### config.mk
export PLATFORM = sky130hd
export DESIGN_NAME = uart_receiver
export DESIGN_NICKNAME = d
export VERILOG_FILES = /design/src/rtl/uart_receiver_pkg.sv /design/src/rtl/uart_baud_nco.sv /design/src/rtl/uart_receiver.sv
export SDC_FILE = /design/constraint.sdc
export NUM_CORES = 1
export LEC_CHECK = 0
export CAP_MARGIN = 20
export CORE_UTILIZATION = 30
export CTS_CLUSTER_SIZE = 12
export DETAILED_ROUTE_END_ITERATION = 10
export GPL_ROUTABILITY_DRIVEN = 0
export PLACE_DENSITY = 0.47
export SETUP_SLACK_MARGIN = 0.3
export SYNTH_ARGS = -nofsm -noshare
export SYNTH_HDL_FRONTEND = slang
export SYNTH_SLANG_ARGS = --single-unit
### constraint.sdc
create_clock -name clk -period 2.4 [get_ports clk]
set_input_delay 0.48 -clock clk [delete_from_list [all_inputs] [get_ports clk]]
set_output_delay 0.48 -clock clk [all_outputs]
set_load 0.03 [all_outputs]
### src/rtl/uart_receiver_pkg.sv
// Shared types, constants and the NCO increment helper for the UART receive path.
package uart_receiver_pkg;

    localparam logic CLR = 1'b0;
    localparam logic SET = 1'b1;

    localparam int unsigned     ACC_W    = 17;
    localparam logic [ACC_W-1:0] ACC_INIT = 17'h10000;

    // Tick-counter positions inside one bit: three mid-bit samples and the bit end.
    localparam logic [3:0] TC_S0   = 4'd7;
    localparam logic [3:0] TC_S1   = 4'd8;
    localparam logic [3:0] TC_VOTE = 4'd9;
    localparam logic [3:0] TC_END  = 4'd15;

    typedef enum logic [2:0] {
        ST_IDLE  = 3'd0,
        ST_START = 3'd1,
        ST_DATA  = 3'd2,
        ST_STOP  = 3'd3,
        ST_BRK   = 3'd4
    } rx_state_e;

    // Phase increment shared with the transmitter; 64-bit intermediate, truncated to the accumulator.
    function automatic logic [ACC_W-1:0] calc_nco_inc(input longint unsigned ovs,
                                                      input longint unsigned bdr,
                                                      input longint unsigned clk_div2);
        longint unsigned full;
        full = (ovs * bdr * 64'd65536) / clk_div2;
        return full[ACC_W-1:0];
    endfunction

endpackage

### src/rtl/uart_baud_nco.sv
// Oversample tick generator: phase accumulator whose bit 16 rising edge marks one tick.
module uart_baud_nco
    import uart_receiver_pkg::*;
#(
    parameter logic [ACC_W-1:0] NCO_INC = 17'd1207
) (
    input  logic clk,
    input  logic rst_n,
    input  logic clr,
    output logic tick
);

    logic [ACC_W-1:0] acc_q, acc_d;
    logic             msb_q, msb_d;

    // Advance the phase; hold at the realign value while cleared so ticks restart from the start edge.
    always_comb begin
        acc_d = clr ? ACC_INIT : acc_q + NCO_INC;
        msb_d = acc_q[ACC_W-1];
    end

    // Accumulator and delayed MSB for edge detection.
    always_ff @(posedge clk or negedge rst_n) begin
        if (!rst_n) begin
            acc_q <= ACC_INIT;
            msb_q <= SET;
        end else begin
            acc_q <= acc_d;
            msb_q <= msb_d;
        end
    end

    assign tick = acc_q[ACC_W-1] & ~msb_q;

endmodule

### src/rtl/uart_receiver.sv
// UART byte receiver: 2-FF synchronizer, 16x oversampling, 3-sample majority vote, stop-bit framing.
//
//  state    | meaning
//  ---------+-------------------------------------------------------------
//  ST_IDLE  | line idle, NCO held; waiting for a falling edge on rxs
//  ST_START | validating the start bit; high vote at mid-bit aborts
//  ST_DATA  | shifting in 8 data bits, LSB first
//  ST_STOP  | checking stop bit(s); good -> data_valid, low -> frame_err
//  ST_BRK   | framing error seen; wait for the line to go high again
module uart_receiver
    import uart_receiver_pkg::*;
#(
    parameter int unsigned DEFAULT_BDR  = 115200,
    parameter int unsigned SYS_CLK_DIV2 = 100_000_000,
    parameter int unsigned STOP_BIT     = 2,
    parameter int unsigned OVS          = 16
) (
    input  logic       clk,
    input  logic       rst_n,
    input  logic       rxd,
    output logic [7:0] data,
    output logic       data_valid,
    output logic       frame_err,
    output logic       busy
);

    localparam logic [ACC_W-1:0] NCO_INC =
        calc_nco_inc(64'(OVS), 64'(DEFAULT_BDR), 64'(SYS_CLK_DIV2));
    localparam logic STOP_LAST = 1'(STOP_BIT - 1);

    rx_state_e  state_q, state_d;
    logic       sync1_q, sync1_d, rxs_q, rxs_d, rxs_prev_q, rxs_prev_d;
    logic [3:0] tcnt_q, tcnt_d;
    logic [1:0] smp_q, smp_d;
    logic       bit_q, bit_d;
    logic [2:0] bit_idx_q, bit_idx_d;
    logic       stop_idx_q, stop_idx_d;
    logic [7:0] sh_q, sh_d;
    logic [7:0] data_q, data_d;
    logic       data_valid_q, data_valid_d;
    logic       frame_err_q, frame_err_d;

    logic tick, fall, vote, mid_tick, end_tick, nco_clr;

    assign nco_clr  = (state_q == ST_IDLE);
    assign fall     = rxs_prev_q & ~rxs_q;
    assign vote     = (smp_q[0] & smp_q[1]) | (smp_q[0] & rxs_q) | (smp_q[1] & rxs_q);
    assign mid_tick = tick && (tcnt_q == TC_VOTE);
    assign end_tick = tick && (tcnt_q == TC_END);

    uart_baud_nco #(.NCO_INC(NCO_INC)) u_nco (
        .clk   (clk),
        .rst_n (rst_n),
        .clr   (nco_clr),
        .tick  (tick)
    );

    // Synchronizer chain, tick counter and mid-bit sample capture.
    always_comb begin
        sync1_d    = rxd;
        rxs_d      = sync1_q;
        rxs_prev_d = rxs_q;
        tcnt_d     = tcnt_q;
        smp_d      = smp_q;
        bit_d      = bit_q;
        if ((state_d != state_q) || (state_q == ST_IDLE)) begin
            tcnt_d = '0;
        end else if (tick) begin
            tcnt_d = tcnt_q + 4'd1;
        end
        if (tick && (tcnt_q == TC_S0)) smp_d[0] = rxs_q;
        if (tick && (tcnt_q == TC_S1)) smp_d[1] = rxs_q;
        if (mid_tick) bit_d = vote;
    end

    // Next-state and output decode; strobes default low so they last exactly one clk.
    always_comb begin
        state_d      = state_q;
        bit_idx_d    = bit_idx_q;
        stop_idx_d   = stop_idx_q;
        sh_d         = sh_q;
        data_d       = data_q;
        data_valid_d = CLR;
        frame_err_d  = CLR;
        case (state_q)
            ST_IDLE: begin
                if (fall) state_d = ST_START;
            end
            ST_START: begin
                if (mid_tick && vote) begin
                    state_d = ST_IDLE;
                end else if (end_tick) begin
                    state_d   = ST_DATA;
                    bit_idx_d = '0;
                end
            end
            ST_DATA: begin
                if (end_tick) begin
                    sh_d = {bit_q, sh_q[7:1]};
                    if (bit_idx_q == 3'd7) begin
                        state_d    = ST_STOP;
                        stop_idx_d = CLR;
                    end else begin
                        bit_idx_d = bit_idx_q + 3'd1;
                    end
                end
            end
            ST_STOP: begin
                // Leaving at mid-bit of the last stop bit leaves half a bit of slack for the next start edge.
                if (mid_tick) begin
                    if (!vote) begin
                        data_d      = sh_q;
                        frame_err_d = SET;
                        state_d     = ST_BRK;
                    end else if (stop_idx_q == STOP_LAST) begin
                        data_d       = sh_q;
                        data_valid_d = SET;
                        state_d      = ST_IDLE;
                    end
                end else if (end_tick) begin
                    stop_idx_d = stop_idx_q + 1'b1;
                end
            end
            ST_BRK: begin
                if (rxs_q) state_d = ST_IDLE;
            end
            default: state_d = ST_IDLE;
        endcase
    end

    // State and datapath registers.
    always_ff @(posedge clk or negedge rst_n) begin
        if (!rst_n) begin
            state_q      <= ST_IDLE;
            sync1_q      <= SET;
            rxs_q        <= SET;
            rxs_prev_q   <= SET;
            tcnt_q       <= '0;
            smp_q        <= '0;
            bit_q        <= CLR;
            bit_idx_q    <= '0;
            stop_idx_q   <= CLR;
            sh_q         <= '0;
            data_q       <= '0;
            data_valid_q <= CLR;
            frame_err_q  <= CLR;
        end else begin
            state_q      <= state_d;
            sync1_q      <= sync1_d;
            rxs_q        <= rxs_d;
            rxs_prev_q   <= rxs_prev_d;
            tcnt_q       <= tcnt_d;
            smp_q        <= smp_d;
            bit_q        <= bit_d;
            bit_idx_q    <= bit_idx_d;
            stop_idx_q   <= stop_idx_d;
            sh_q         <= sh_d;
            data_q       <= data_d;
            data_valid_q <= data_valid_d;
            frame_err_q  <= frame_err_d;
        end
    end

    assign data       = data_q;
    assign data_valid = data_valid_q;
    assign frame_err  = frame_err_q;
    assign busy       = (state_q != ST_IDLE);

endmodule

# Word level (Yosys, flattened, before mapping)
# Cells that the tools add are included.
[word_totals] register_bits=53 latchBits=0 ramBits=0 romBits=0 in_bits=3 output_inout_bits=11 mem_count=0
[op_classes] n_addsub=4 n_mul=0 n_div=0 magnitude_cmp=0 eq_ne=18 shift=0 mux=32 bitwise=9 reduce_logical=15
[op_table] operator="$mux 3" count=13
[op_table] operator="$add 17x11->17 const B" count=1
[op_table] operator="$mux 17" count=1
[op_table] operator="$mux 8" count=2
[op_table] operator="$ne 2x2->1 const B" count=8
[op_table] operator="$pmux 3 s5" count=1
[op_table] operator="$eq 4x4->1 const B" count=3
[op_table] operator="$mux 1" count=11
[op_table] operator="$reduce_and 5->1" count=2
[op_table] operator="$mux 4" count=2
[op_table] operator="$eq 3x2->1 const B" count=2
[op_table] operator="$eq 3x3->1 const B" count=2
[op_table] operator="$pmux 3 s2" count=1
[op_table] operator="$reduce_bool 2->1" count=3
[op_table] operator="$and 1x1->1" count=5
[op_table] operator="$logic_and 1x1->1" count=5
[op_table] operator="$add 4x1->4 const B" count=1
[op_table] operator="$eq 4x3->1 const B" count=1
[op_table] operator="$add 3x1->3 const B" count=1
[op_table] operator="$eq 3x1->1 const B" count=1
[op_table] operator="$logic_not 3->1" count=1
[op_table] operator="$ne 3x3->1" count=1
[op_table] operator="$reduce_and 3->1" count=1
[op_table] operator="$reduce_bool 3->1" count=1
[op_table] operator="6 further kinds" count=8

# Longest topological paths before layout
[depth] depth_word=9 ltp_mapped=7

# Cells and area by module
# Synthesis repeated with hierarchy kept, for this count alone.
[unflattened] hier_cells=216 hier_area_um2=2486.1
[by_module_without_submodules] module="uart_receiver" n_inst=1 cells_per_inst=131 area_each_um2=1595.3
[by_module_without_submodules] module="uart_baud_nco" n_inst=1 cells_per_inst=85 area_each_um2=890.9

# Least setup slack after synthesis
# No wires, ideal clock.
[synth_path] path_kind="reg2reg" from="reg u_nco.acc_q[16]" to="reg data_q[0] (netlist: data[0])" setup_ns=0.125 t_arrival_ns=1.687 required_time_ns=2.275 path_slack_ns=0.588 path_stages_with_launch=5 synth_period_minus_slack_ns=1.812 path_cell_list="dfstp_2 -> nand4bb_1 -> or3_4 -> a21oi_4 -> mux2_2"
[synth_between] elab_chain_len=3
[synth_rtl] element="from (decl)" line="uart_baud_nco.sv:13" source="logic [ACC_W-1:0] acc_q, acc_d;"
[synth_rtl] element="from (signal assigned)" line="uart_baud_nco.sv:25" source="acc_q <= ACC_INIT;"
[synth_rtl] element="from (signal assigned)" line="uart_baud_nco.sv:28" source="acc_q <= acc_d;"
[synth_rtl] element="$and 1x1->1" line="uart_baud_nco.sv:33" source="assign tick = acc_q[ACC_W-1] & ~msb_q;"
[synth_rtl] element="$logic_and 1x1->1" line="uart_receiver.sv:48" source="assign mid_tick = tick && (tcnt_q == TC_VOTE);"
[synth_rtl] element="$reduce_and 3->1 (no line)"
[synth_rtl] element="to (signal assigned)" line="uart_receiver.sv:158" source="data_q <= data_d;"
[synth_rtl] element="to (decl)" line="uart_receiver.sv:39" source="logic [7:0] data_q, data_d;"
# Every way passes these cells.
# A chain may end at the register's enable or synchronous reset.

# Final worst setup path
[layout_path] from="reg u_nco.acc_q[16]" to="reg data_q[5] (netlist: data[5])"
# The elaborated chain is that of the path after synthesis.

==> impl_metrics.tcl <==
set metrics [dict create \
    ys.flop_type "dfrtp_1" \
    synthArstFlopShare 1.00 \
    clk_pin_slew_ns 0.10 \
    antenna_left 0 \
    seq_area_um2 1330 \
    ys_ff_latch 53 \
    crit_path_start_kind "flop" \
    dp_hpwl_um 2980 \
    grt_max_degree 23 \
    ys_types 49 \
    syn_area_per_cell_um2 11.6 \
    clockBufferDepth 2 \
    arrival_ns 2.20 \
    worstMarginPinSlew_ns 0.517 \
    yosys_warnings 0 \
    antenna_found_initial 0 \
    postCtsSetupBuffers 0 \
    max_freq_mhz 499 \
    cts_resized 1 \
    period_needed_ns 2.00 \
    cts_buffers 5 \
    r2r-start "u_nco.acc_q[16]$_DFF_PN1_" \
    drc_errors 0 \
    drv_slew 0 \
    yosysTopAreaCell "dfrtp_1" \
    setup_viol 0 \
    wire_per_inst_um 12.9 \
    place_ws_ns 0.401 \
    die_y_um 91.3 \
    dr.pass1.iters 4 \
    p_leak_nw 1.21 \
    nFillCells 748 \
    worstSetupStartpoint "u_nco.acc_q[16]$_DFF_PN1_" \
    fin_skew_ns 0.00951 \
    max_stage_delay_ns 0.59 \
    initial_core_util 0.310 \
    htreeDepth 2 \
    grt_usage 0.115 \
    final_cell_mix "47 x dfrtp_1, 21 x nor2_1, 18 x mux2_2" \
    hold_slack_ns 0.124 \
    synth_top_area_frac 0.502 \
    rsz0062_at_grt "no" \
    n_antenna_cell 0 \
    hold_viol 0 \
    ys_seq_area_frac 0.557 \
    min_path_type "input pin to async pin" \
    die_w_um 91.3 \
    synth_area_leaders "dfrtp_1 50%, mux2_2 8.5%, dfstp_2 5.5%" \
    cts_tree "built" \
    drive_gt1_frac 0.203 \
    crit_end "data[5]$_DFFE_PN0P_" \
    clock_sinks 53 \
    path_class "flop to flop" \
    vias 1575 \
    via_per_inst 4.79 \
    p_per_area_nw_per_um2 848 \
    post-route-period-util 0.834 \
    relSlewSlack 0.651 \
    grt_pass1_wl_um 7710 \
    dieArea_um2 8340 \
    grt_pass1_vias 1593 \
    final_util 0.358 \
    cts-root-buf "clkbuf_8" \
    insertion_delay_ns 0.30 \
    cp-end-kind "flop" \
    multi_input_area_um2 1010 \
    syn_to_final_growth_pct 15.7 \
    fin_nets 235 \
    io_pins 14 \
    synthCells 206 \
    r2r-end "data[5]$_DFFE_PN0P_" \
    rr_worst_depth 4 \
    drtIter0Drc 101 \
    maxCapViolations 0 \
    dp.cells 321 \
    cp.required_ns 2.59 \
    coreArea_um2 7730 \
    outcome "complete, no violations" \
    setup_slack_ns 0.397 \
    layout_commonest_cell "dfrtp_1" \
    rows 32 \
    r2r_slack_ns 0.40 \
    wl_um 4240 \
    peakVddDrop_mv 0.418 \
    crit_slowest_cell "dfstp_2" \
    synth_edf_count 0 \
    grt_overflow 0 \
    cp_cell_sequence "nand4bb_1, or3_4, a21oi_4, mux2_2" \
    hold_buffers 0 \
    portBuffers 13 \
    syn_area_um2 2390 \
    cp_max_fo 8 \
    finalSetupTns_ns 0 \
    synth.net_count 215 \
    fin_cells 329 \
]
-- sequential cells by signal, summed over array words and instances (netlist names) --
name / cells
u_nco.msb_q: 1
data_valid: 1
rxs_prev_q: 1
bit_q: 1
frame_err: 1
smp_q: 2
state_q: 3
tcnt_q: 4
rxs_prev_d: 1
data: 8
stop_idx_q: 1
bit_idx_q: 3
sh_q: 8
u_nco.acc_q: 17
rxs_d: 1
-- worst min path at each step --
stage / slack [ns] / startpoint / to / depth (start not counted)
4_1_cts: 0.13 / rst_n / frame_err$_DFF_PN0_ / 1
5_1_grt: 0.15 / rst_n / frame_err$_DFF_PN0_ / 1
3_5_place_dp: 0.35 / rxs_d$_DFF_PN1_ / rxs_prev_d$_DFF_PN1_ / 0
3_3_place_gp: 0.35 / rxs_d$_DFF_PN1_ / rxs_prev_d$_DFF_PN1_ / 0
6_report: 0.12 / rst_n / frame_err$_DFF_PN0_ / 1
2_1_floorplan: 0.18 / rst_n / bit_idx_q[0]$_DFFE_PN0P_ / 0
-- through the flow --
stage | power (mW) | cell area, um^2
floorplan | 1.63 | 2390
global placement | 1.76 | 2660
detailed placement | 1.77 | 2660
CTS | 2.39 | 2770
global route | 2.53 | 2770
finish | 2.35 | 2770
-- synthesized netlist by cell type, drive strengths merged (3+ instances only) --
cell type and n:
a21oi 12, dfstp 5, nand2b 3, o21ai 10
dfrtp 48, inv 7, nand3 3, a31o 3
nor4 3, xnor2 8, nand2 15, nor3 4
nor2 21, a31oi 3, ha 6, mux2 19
-- critical path, delay by kind of cell, from the launching register on --
kind / cells / cell delay, ns
compound gates: 1 / 0.28
simple gates: 2 / 0.64
flops: 1 / 0.59
mux: 1 / 0.38
-- cell type report --
type,instances,area share
inverter,7,0.00949
clock buffer,5,0.0249
clock inverter,3,0.0158
timing repair buffer,17,0.0556
multi-input combinational,142,0.366
sequential,53,0.482
tap,102,0.0461
-- report_power, final --
group | total (mW) | switching [mW] | internal, mW | leakage [nW]
registers | 1.20 | 0.170 | 1.03 | 0.694
clock network | 0.606 | 0.293 | 0.313 | 0.0585
logic | 0.542 | 0.278 | 0.263 | 0.458
total | 2.35 | 0.742 | 1.61 | 1.21
-- layer usage --
layer	vias up	GRT usage	wire length (um)
met5	-	0	0
met4	0	0.0450	60
met3	7	0.0276	136
met2	23	0.184	2000
met1	767	0.151	2040
li1	778	-	-
-- logic make-up after synthesis --
| kind of cell | synth area share |
|---|---|
| muxes | 0.0936 |
| DFF | 0.557 |
| AOI/OAI and AO/OA | 0.111 |
| adders and majority gates | 0.0355 |
| and+or+nand+nor | 0.144 |
| xor gates and xnor gates | 0.0366 |
| buffers and inverters | 0.0220 |
Power figures use the tool's default switching activity.
